## src/rtl/qspi_master_param.sv

```systemverilog
`default_nettype none
// ============================================================================
// Module   : qspi_master_param
// Brief    : Full-duplex single/dual/quad SPI master (CPOL=0, CPHA=0) with
//            programmable SCLK divider, CS setup/hold and start/busy/done.
// Revision : 1.0
// ============================================================================
module qspi_master_param #(
    parameter int DATA_W       = 8,
    parameter int NUM_CS       = 1,
    parameter int CLK_DIV      = 1,
    parameter int CS_SETUP_CYC = 1,
    parameter int CS_HOLD_CYC  = 1,
    localparam int SEL_W       = (NUM_CS > 1) ? $clog2(NUM_CS) : 1
) (
    input  logic              clk,
    input  logic              reset,
    input  logic              start,
    input  logic [1:0]        mode,
    input  logic [SEL_W-1:0]  slave_sel,
    input  logic [DATA_W-1:0] tx_data,
    output logic [DATA_W-1:0] rx_data,
    output logic              busy,
    output logic              done,
    output logic              err,
    output logic              sclk,
    output logic [NUM_CS-1:0] cs_n,
    output logic [3:0]        mosi,
    input  logic [3:0]        miso
);

    localparam int C_MAX_A = (CS_SETUP_CYC > CLK_DIV) ? CS_SETUP_CYC : CLK_DIV;
    localparam int C_MAX   = (C_MAX_A > CS_HOLD_CYC) ? C_MAX_A : CS_HOLD_CYC;
    localparam int CNT_W   = $clog2(C_MAX + 1);
    localparam int SYM_W   = $clog2(DATA_W);

    typedef enum logic [1:0] {
        S_IDLE  = 2'd0,
        S_SETUP = 2'd1,
        S_SHIFT = 2'd2,
        S_HOLD  = 2'd3
    } state_t;

    state_t            r_state;
    logic [CNT_W-1:0]  r_cnt;
    logic [SYM_W-1:0]  r_sym;
    logic [1:0]        r_mode;
    logic [DATA_W-1:0] r_tx;
    logic [DATA_W-1:0] r_rx;
    logic [DATA_W-1:0] r_rx_data;
    logic              r_busy;
    logic              r_done;
    logic              r_err;
    logic              r_sclk;
    logic [NUM_CS-1:0] r_cs_n;
    logic [3:0]        r_mosi;

    logic [DATA_W-1:0] w_tx_next;
    logic [DATA_W-1:0] w_rx_next;
    logic [SYM_W-1:0]  w_last;
    logic              w_legal;
    logic [NUM_CS-1:0] w_sel_mask;

    // Map the top K bits of a word onto lanes K-1..0 (highest used lane = MSB).
    function automatic logic [3:0] f_sym(input logic [3:0] top, input logic [1:0] m);
        logic [3:0] v;
        case (m)
            2'b00:   v = {3'b000, top[3]};
            2'b01:   v = {2'b00, top[3:2]};
            default: v = top;
        endcase
        return v;
    endfunction

    assign w_legal    = (mode != 2'b11) && (32'(slave_sel) < NUM_CS);
    assign w_sel_mask = NUM_CS'(1) << slave_sel;

    always_comb begin
        w_tx_next = r_tx;
        w_rx_next = r_rx;
        w_last    = '0;
        case (r_mode)
            2'b00: begin
                w_tx_next = r_tx << 1;
                w_rx_next = (r_rx << 1) | DATA_W'(miso[0]);
                w_last    = SYM_W'(DATA_W - 1);
            end
            2'b01: begin
                w_tx_next = r_tx << 2;
                w_rx_next = (r_rx << 2) | DATA_W'(miso[1:0]);
                w_last    = SYM_W'(DATA_W / 2 - 1);
            end
            default: begin
                w_tx_next = r_tx << 4;
                w_rx_next = (r_rx << 4) | DATA_W'(miso);
                w_last    = SYM_W'(DATA_W / 4 - 1);
            end
        endcase
    end

    always_ff @(posedge clk) begin
        if (reset) begin
            r_state   <= S_IDLE;
            r_cnt     <= '0;
            r_sym     <= '0;
            r_mode    <= 2'b00;
            r_tx      <= '0;
            r_rx      <= '0;
            r_rx_data <= '0;
            r_busy    <= 1'b0;
            r_done    <= 1'b0;
            r_err     <= 1'b0;
            r_sclk    <= 1'b0;
            r_cs_n    <= '1;
            r_mosi    <= 4'h0;
        end else begin
            r_done <= 1'b0;
            r_err  <= 1'b0;
            case (r_state)
                S_IDLE: begin
                    // busy is still high in the done cycle; new starts wait one cycle.
                    if (r_busy) begin
                        r_busy <= 1'b0;
                    end else if (start) begin
                        if (w_legal) begin
                            r_state <= S_SETUP;
                            r_busy  <= 1'b1;
                            r_mode  <= mode;
                            r_tx    <= tx_data;
                            r_rx    <= '0;
                            r_cnt   <= '0;
                            r_sym   <= '0;
                            r_cs_n  <= ~w_sel_mask;
                            r_mosi  <= f_sym(tx_data[DATA_W-1 -: 4], mode);
                        end else begin
                            r_err <= 1'b1;
                        end
                    end
                end
                S_SETUP: begin
                    if (r_cnt == CNT_W'(CS_SETUP_CYC)) begin
                        r_state <= S_SHIFT;
                        r_cnt   <= '0;
                    end else begin
                        r_cnt <= r_cnt + CNT_W'(1);
                    end
                end
                S_SHIFT: begin
                    if (r_cnt == CNT_W'(CLK_DIV - 1)) begin
                        r_cnt  <= '0;
                        r_sclk <= ~r_sclk;
                        if (!r_sclk) begin
                            r_rx <= w_rx_next;
                        end else if (r_sym == w_last) begin
                            r_state <= S_HOLD;
                            r_mosi  <= 4'h0;
                        end else begin
                            r_sym  <= r_sym + SYM_W'(1);
                            r_tx   <= w_tx_next;
                            r_mosi <= f_sym(w_tx_next[DATA_W-1 -: 4], r_mode);
                        end
                    end else begin
                        r_cnt <= r_cnt + CNT_W'(1);
                    end
                end
                S_HOLD: begin
                    if (r_cnt == CNT_W'(CS_HOLD_CYC - 1)) begin
                        r_state   <= S_IDLE;
                        r_cnt     <= '0;
                        r_cs_n    <= '1;
                        r_rx_data <= r_rx;
                        r_done    <= 1'b1;
                    end else begin
                        r_cnt <= r_cnt + CNT_W'(1);
                    end
                end
                default: r_state <= S_IDLE;
            endcase
        end
    end

    assign rx_data = r_rx_data;
    assign busy    = r_busy;
    assign done    = r_done;
    assign err     = r_err;
    assign sclk    = r_sclk;
    assign cs_n    = r_cs_n;
    assign mosi    = r_mosi;

endmodule
`default_nettype wire

```

## config.mk

```make
export PLATFORM = sky130hd
export DESIGN_NAME = qspi_master_param
export DESIGN_NICKNAME = d
export VERILOG_FILES = /design/src/rtl/qspi_master_param.sv
export SDC_FILE = /design/constraint.sdc
export NUM_CORES = 1
export LEC_CHECK = 0
export BUFFER_PORTS_ARGS = -buffer_cell sky130_fd_sc_hd__buf_2
export CORE_AREA = 10 10 98 100
export DETAILED_ROUTE_END_ITERATION = 8
export DIE_AREA = 0 0 108 110
export HOLD_SLACK_MARGIN = 0.15
export PLACE_DENSITY_LB_ADDON = 0.25
export RECOVER_POWER = 100
export SYNTH_ARGS = -nofsm -noshare
export SYNTH_HDL_FRONTEND = slang
export SYNTH_SLANG_ARGS = --single-unit
```

## constraint.sdc

```tcl
create_clock -name clk -period 1.8 [get_ports clk]
set_clock_uncertainty 0.05 [all_clocks]
set_input_delay 0.36 -clock clk [delete_from_list [all_inputs] [get_ports clk]]
set_output_delay 0.36 -clock clk [all_outputs]
set_load 0.02 [all_outputs]
```

==> PnR_summary.wiki, run 1 <==
{| class="wikitable"
! Metric !! Value
|-
| Achievable clock frequency || 568 MHz
|-
| Max-cap violations || 0
|-
| Unrepaired setup endpoints after global routing || true
|-
| Pre-CTS worst setup slack || 25.6 ps
|-
| Endpoint class of the critical path || flip-flop
|-
| R2R Path End || r_tx[5]
|-
| Final total power || 0.00366 W
|-
| Mean number of vias per cell || 4.93
|-
| Total power per unit cell area || 1290 mW/mm^2
|-
| Hold WC Path Type || input pin to flip-flop
|-
| CTS H-tree depth || 2
|-
| Seq/Total Area, Yosys || 35.6%
|-
| Routed via count || 2090
|-
| YS warnings || 0
|-
| Clock sink count || 40
|-
| ANT nets after route || 0
|-
| Clock buffer count from CTS || 5
|-
| Number of antenna violations at the first check in global routing || 0
|-
| Aggregate global-route resource usage || 10.4%
|-
| Dominant synthesized flop cell || sky130_fd_sc_hd__dfxtp_1
|-
| Type of origin of the critical path || flip-flop
|-
| Detailed Place HPWL || 4790 um
|-
| Final core utilization || 37.2%
|-
| Clock latency on the worst-skew pair || 300 ps
|-
| Residual overflow from global routing || 0
|-
| Final weighted congestion in routability-driven placement || 0.845
|-
| # DRC || 0
|-
| Number of nets in the synthesized netlist || 294
|-
| Initial core utilization || 29.4%
|-
| Count of hold-fix buffers inserted at cts || 0
|-
| CTS Buffer Depth || 2
|-
| Placed cell count || 416
|-
| Slew margin rel. || 70.7%
|-
| Critical path required time || 1930 ps
|-
| Tmin final || 1760 ps
|-
| Wire length of the first global-routing pass || 10000 um
|-
| Overall die area || 0.0119 sq mm
|-
| Number of distinct library cells after synthesis || 52
|-
| Cts repair resizes || 0
|-
| Cell Count, Final, Fillers Out || 424
|-
| Count of routing violations after the opening detailed-route iteration || 108
|-
| Layout cell share with drive strength beyond 1 || 25.8%
|-
| Setup WS post-layout || 39.4 ps
|-
| Instance count of the mapped netlist || 270
|-
| Placeable core area || 0.00765 sq mm
|-
| Count of boundary I/O pins || 35
|-
| Layout overhead on the synthesized area || 26.4%
|-
| Height of the die || 110 um
|-
| Worst R2R Setup Slack || 40 ps
|-
| Horizontal die dimension || 108 um
|-
| Largest net degree at the start of global routing || 27
|-
| Period Utilization, post-route || 97.8%
|-
| Crit Path Category || flip-flop to flip-flop
|-
| Vias in the first global route || 2015
|-
| Static leakage power || 1.06 nW
|-
| Number of antenna cells inserted || 0
|-
| Start point of the critical path || r_sym[2]
|-
| Worst vdd rail ir drop || 0.505 mV
|-
| Flop and latch count out of synthesis || 40
|-
| CP Max Fanout || 6
|-
| Worst-Margin Slew || 439 ps
|-
| IO buf count || 34
|-
| First-pass iteration count of the detailed router || 4
|-
| Row cnt || 32
|-
| Termination of the worst setup path || r_tx[5]
|-
| Post-Syn Area || 0.00225 sq mm
|-
| Commonest cells after routing, fill and taps aside || 42 x sky130_fd_sc_hd__nand2_1, 36 x sky130_fd_sc_hd__dfxtp_1, 31 x sky130_fd_sc_hd__a21oi_1, 29 x sky130_fd_sc_hd__buf_4, 20 x sky130_fd_sc_hd__buf_2
|-
| Share of async-settable or async-resettable flops after synthesis || 0%
|-
| Total count of hold-check failures in the final report || 0
|-
| Overall routed net length || 6280 um
|-
| Worst-case hold slack || 277 ps
|-
| Final setup vio count || 0
|-
| Average instance area after synthesis || 8.33 sq um
|-
| Clock tree from TritonCTS || done
|-
| Count of flip-flops with a built-in enable after synthesis || 0
|-
| Root Buffer || sky130_fd_sc_hd__clkbuf_8
|-
| Number of max-slew violations in the final report || 0
|-
| Number of cell instances on the worst register-to-register path || 4
|-
| CP arrival || 1890 ps
|-
| Most common cell after layout, fill and taps aside || sky130_fd_sc_hd__nand2_1
|-
| Setup bufs post-CTS || 0
|-
| Clock transition at path regs || 80 ps
|-
| Launch instance of the worst register-to-register path || r_sym[2]
|-
| Drt wl/cell || 14.8 um
|-
| Run status || finished clean
|-
| Filler cell count || 795
|-
| Final net count || 345
|}
==> critical path, stage by stage (launching register included) <==
cell and delay [ps]:
sky130_fd_sc_hd__dfxtp_2 360, sky130_fd_sc_hd__or3b_4 410, sky130_fd_sc_hd__a41o_4 260, sky130_fd_sc_hd__o211ai_4 260
sky130_fd_sc_hd__mux2_4 320
==> cell type report <==
cell class / count / area [sq um] / area share [%]
Clock buffer: 5 / 68.8 / 2.42
Inverter: 5 / 18.8 / 0.660
Clock inverter: 3 / 47.5 / 1.67
Multi-Input combinational cell: 205 / 1390 / 49.0
Timing Repair Buffer: 64 / 382 / 13.4
Sequential cell: 40 / 806 / 28.3
Tap cell: 102 / 128 / 4.49
==> routing by layer <==
metal  global-route usage (%)  vias up  wire [um]  part of all wire, %
met2                     16.2       38       2830                   45
li1                         -     1075          -                    -
met3                     2.79        8        234                  3.7
met5                        0        -          0                    0
met4                     3.63        0         94                  1.5
met1                     13.6      969       3120                   50
==> power by group <==
group | internal [W] | switching, W | leakage, nW | total [W]
Sequential | 0.00102 | 0.000119 | 0.326 | 0.00114
Clock | 0.000418 | 0.000341 | 0.0583 | 0.000759
Combinational | 0.000825 | 0.000940 | 0.680 | 0.00176
Total | 0.00226 | 0.00140 | 1.06 | 0.00366
==> sequential cells by signal (all words and copies together), names as in the netlist, 2 cells and up <==
name / count
r_tx: 7
rx_data: 8
mosi: 4
r_state: 2
r_mode: 2
r_rx: 8
r_sym: 3
==> synthesized netlist by cell type, types with 2 or more instances <==
cell	n	area, sq um
sky130_fd_sc_hd__a211oi_1	2	15.0
sky130_fd_sc_hd__a21oi_1	31	155
sky130_fd_sc_hd__a311oi_1	2	17.5
sky130_fd_sc_hd__a31oi_1	2	12.5
sky130_fd_sc_hd__buf_2	2	10.0
sky130_fd_sc_hd__clkbuf_1	16	60.1
sky130_fd_sc_hd__dfxtp_1	40	801
sky130_fd_sc_hd__ha_1	6	75.1
sky130_fd_sc_hd__inv_1	5	18.8
sky130_fd_sc_hd__mux2_2	4	45.0
sky130_fd_sc_hd__mux2_4	3	45.0
sky130_fd_sc_hd__mux2i_1	16	160
sky130_fd_sc_hd__nand2_1	42	158
sky130_fd_sc_hd__nand2b_1	9	56.3
sky130_fd_sc_hd__nand3_1	5	25.0
sky130_fd_sc_hd__nand4_1	9	56.3
sky130_fd_sc_hd__nand4b_1	2	17.5
sky130_fd_sc_hd__nand4bb_1	2	22.5
sky130_fd_sc_hd__nor2_1	7	26.3
sky130_fd_sc_hd__nor2b_1	10	62.6
sky130_fd_sc_hd__o211a_1	2	20.0
sky130_fd_sc_hd__o211ai_1	3	22.5
sky130_fd_sc_hd__o21ai_0	19	95.1
sky130_fd_sc_hd__o21ai_1	2	10.0
sky130_fd_sc_hd__o2bb2ai_1	2	17.5
==> per-stage QoR <==
| step | setup TNS [ps] | cell area [sq um] |
|---|---|---|
| after floorplan | -95.3 | 2270 |
| after global placement | 0 | 2700 |
| after detailed placement | 0 | 2700 |
| after CTS | 0 | 2820 |
| after global routing | -6.88 | 2840 |
| final | 0 | 2840 |
==> cells by family (layout without fill, tap and decap cells) <==
family | after synthesis | after routing | share of synthesized area [%]
buffers and inverters | 25 | 77 | 4.45
flip-flops | 40 | 40 | 35.6
adder cells (fa/ha/maj) | 6 | 6 | 3.34
AND/OR/NAND/NOR | 95 | 95 | 21.9
multiplexers | 23 | 23 | 11.1
AO/OA/AOI/OAI | 81 | 81 | 23.6
==> worst min-delay path by stage <==
| stage | startpoint | to | slack (ps) | cells past startpoint |
|---|---|---|---|---|
| finish | tx_data[0] | r_tx[0] | 280 | 3 |
| global route | tx_data[0] | r_tx[0] | 290 | 3 |
| CTS | tx_data[0] | r_tx[0] | 270 | 3 |
| detailed placement | rx_data[5] | rx_data[5] | 390 | 2 |
| global placement | rx_data[2] | rx_data[2] | 390 | 2 |
| floorplan | r_rx[7] | rx_data[7] | 380 | 2 |
Note: power is estimated with default switching activity, not from simulation.
==> inputs of run 2 (changes only) <==
--- a/config.mk
+++ b/config.mk
@@ -6,12 +6,13 @@
 export NUM_CORES = 1
 export LEC_CHECK = 0
 export BUFFER_PORTS_ARGS = -buffer_cell sky130_fd_sc_hd__buf_2
-export CORE_AREA = 10 10 98 100
+export CORE_AREA = 10 10 78 80
 export DETAILED_ROUTE_END_ITERATION = 8
-export DIE_AREA = 0 0 108 110
+export DIE_AREA = 0 0 88 90
 export HOLD_SLACK_MARGIN = 0.15
 export PLACE_DENSITY_LB_ADDON = 0.25
 export RECOVER_POWER = 100
+export SKIP_CTS_REPAIR_TIMING = 1
 export SYNTH_ARGS = -nofsm -noshare
 export SYNTH_HDL_FRONTEND = slang
 export SYNTH_SLANG_ARGS = --single-unit
==> PnR_summary.wiki, run 2 (synthesis gave the netlist of run 1 again) <==
{| class="wikitable"
! Metric !! Value
|-
| Final-layout setup total negative slack || 0 ps (unchanged)
|-
| Root Buffer || sky130_fd_sc_hd__clkbuf_8
|-
| Hold WC Path Type || input pin to flip-flop
|-
| Sequence of cells on the critical path || or3b_4, a41o_4, o211ai_4, mux2_4
|-
| Largest net degree at the start of global routing || 17 (-37%)
|-
| Overall routed net length || 5930 um (-5.6%)
|-
| Static leakage power || 1.05 nW (-1.1%)
|-
| Period Utilization, post-route || 98.7% (+0.92 points)
|-
| Critical path required time || 1930 ps (about the same)
|-
| Layout cell share with drive strength beyond 1 || 25.2% (-0.62 points)
|-
| Count of boundary I/O pins || 35 (unchanged)
|-
| Endpoint class of the critical path || flip-flop
|-
| Gate family responsible for the most delay along the worst path || compound AO/OA/AOI/OAI gates
|-
| Wire length of the first global-routing pass || 9790 um (-2.4%)
|-
| Unrepaired setup endpoints after global routing || true
|-
| Most common cell after layout, fill and taps aside || sky130_fd_sc_hd__nand2_1
|-
| Max-cap violations || 0 (unchanged)
|-
| Filler cell count || 438 (-45%)
|-
| Worst vdd rail ir drop || 0.650 mV (+29%)
|-
| Placeable core area || 0.00460 sq mm (-40%)
|-
| Horizontal die dimension || 88 um (-19%)
|-
| CTS H-tree depth || 2 (unchanged)
|-
| Placed cell count || 367 (-12%)
|-
| IO buf count || 34 (unchanged)
|-
| Type of origin of the critical path || flip-flop
|-
| Crit Path Category || flip-flop to flip-flop
|-
| Worst-Margin Slew || 417 ps (-21.7 ps)
|-
| Initial core utilization || 48.9% (+20 points)
|-
| Slew margin rel. || 72.1% (+1.4 points)
|-
| Run status || finished clean
|-
| Flip-flop and latch area || 803 sq um (-0.31%)
|-
| Slowest cell on crit path || sky130_fd_sc_hd__or3b_4
|-
| Routed via count || 2174 (+4.0%)
|-
| Row cnt || 25 (-22%)
|-
| Multi-input logic area || 0.00139 sq mm (-0.18%)
|-
| Clock tree from TritonCTS || done
|-
| Vias in the first global route || 2076 (+3.0%)
|-
| Total count of hold-check failures in the final report || 0 (unchanged)
|-
| Count of routing violations after the opening detailed-route iteration || 99 (-8.3%)
|-
| Number of antenna violations at the first check in global routing || 0 (unchanged)
|-
| # DRC || 0 (unchanged)
|-
| Largest stage delay on the critical path || 410 ps (about the same)
|-
| Final weighted congestion in routability-driven placement || 0.832 (-1.5%)
|-
| Tmin final || 1780 ps (+16.5 ps)
|-
| First-pass iteration count of the detailed router || 4 (unchanged)
|-
| Residual overflow from global routing || 0 (unchanged)
|-
| ANT nets after route || 0 (unchanged)
|-
| Worst-case hold slack || 281 ps (+4.57 ps)
|-
| Height of the die || 90 um (-18%)
|-
| Cell Count, Final, Fillers Out || 376 (-11%)
|-
| CP Max Fanout || 5 (-1)
|-
| Overall die area || 0.00792 sq mm (-33%)
|-
| Aggregate global-route resource usage || 14.6% (+4.2 points)
|-
| Worst R2R Setup Slack || 20 ps (-20 ps)
|-
| Combined buffer and inverter count along the critical path || 0 (unchanged)
|-
| Layout overhead on the synthesized area || 22.4%
|-
| Clock latency on the worst-skew pair || 290 ps (about the same)
|-
| Total power per unit cell area || 1280 mW/mm^2 (-0.85%)
|-
| Detailed Place HPWL || 4470 um (-6.7%)
|-
| Commonest cells after routing, fill and taps aside || 42 x sky130_fd_sc_hd__nand2_1, 38 x sky130_fd_sc_hd__dfxtp_1, 31 x sky130_fd_sc_hd__a21oi_1, 30 x sky130_fd_sc_hd__buf_4
|-
| CTS Buffer Depth || 2 (unchanged)
|-
| Number of antenna cells inserted || 0 (unchanged)
|-
| Clock buffer count from CTS || 5 (unchanged)
|-
| Clock transition at path regs || 80 ps (about the same)
|-
| Number of max-slew violations in the final report || 0 (unchanged)
|-
| Final setup vio count || 0 (unchanged)
|-
| Clock sink count || 40 (unchanged)
|-
| CP arrival || 1910 ps (+20 ps)
|-
| Mean number of vias per cell || 5.78 (+17%)
|-
| Final net count || 345 (unchanged)
|-
| Achievable clock frequency || 563 MHz (-0.93%)
|-
| Drt wl/cell || 15.8 um (+6.4%)
|}
-- run 2: per-stage QoR --
| stage | area (sq um) | util [%] | setup slack [ps] | total power, W |
|---|---|---|---|---|
| 4_1_cts | 2730 | 59.4 | 9.00 | 0.00344 |
| 3_3_place_gp | 2640 | 57.3 | 63.3 | 0.00278 |
| 6_report | 2750 | 59.9 | 22.9 | 0.00352 |
| 2_1_floorplan | 2270 | - | -31.8 | 0.00222 |
| 5_1_grt | 2750 | 59.9 | -51.2 | 0.00372 |
| 3_5_place_dp | 2640 | 57.3 | 21.9 | 0.00281 |
-- run 2: layout make-up --
class                           instances  area share, %
Tap cell                               54           2.45
Clock inverter                          2          0.545
Inverter                                5          0.682
Clock buffer                            6           3.00
Multi-Input combinational cell        205           50.5
Timing Repair Buffer                   64           13.7
Sequential cell                        40           29.2
-- run 2: power by group --
| part | internal [W] | switching, W |
|---|---|---|
| combinational | 0.000822 | 0.000930 |
| clock | 0.000310 | 0.000320 |
| sequential | 0.00102 | 0.000117 |
| total | 0.00215 | 0.00137 |
-- run 2: worst paths after layout --
path | cells past startpoint | end | startpoint
hold / removal | 3 | r_tx[0] | tx_data[0]
hold reg to reg | 2 | rx_data[1] | rx_data[1]
setup reg to reg | 4 | r_tx[4] | r_mode[1]
setup / recovery | 4 | r_tx[4] | r_mode[1]
-- run 2: routing by layer --
metal	global-route usage [%]	part of all wire, %
met5	0	0
met4	3.99	1.0
met3	3.52	7.4
met2	22.8	46
met1	19.4	46
-- run 2: worst reg2reg max path, cell delays in order (launching register included) --
cell and delay (ps):
sky130_fd_sc_hd__dfxtp_1 380, sky130_fd_sc_hd__or3b_4 410, sky130_fd_sc_hd__a41o_4 240, sky130_fd_sc_hd__o211ai_4 260
sky130_fd_sc_hd__mux2_4 330
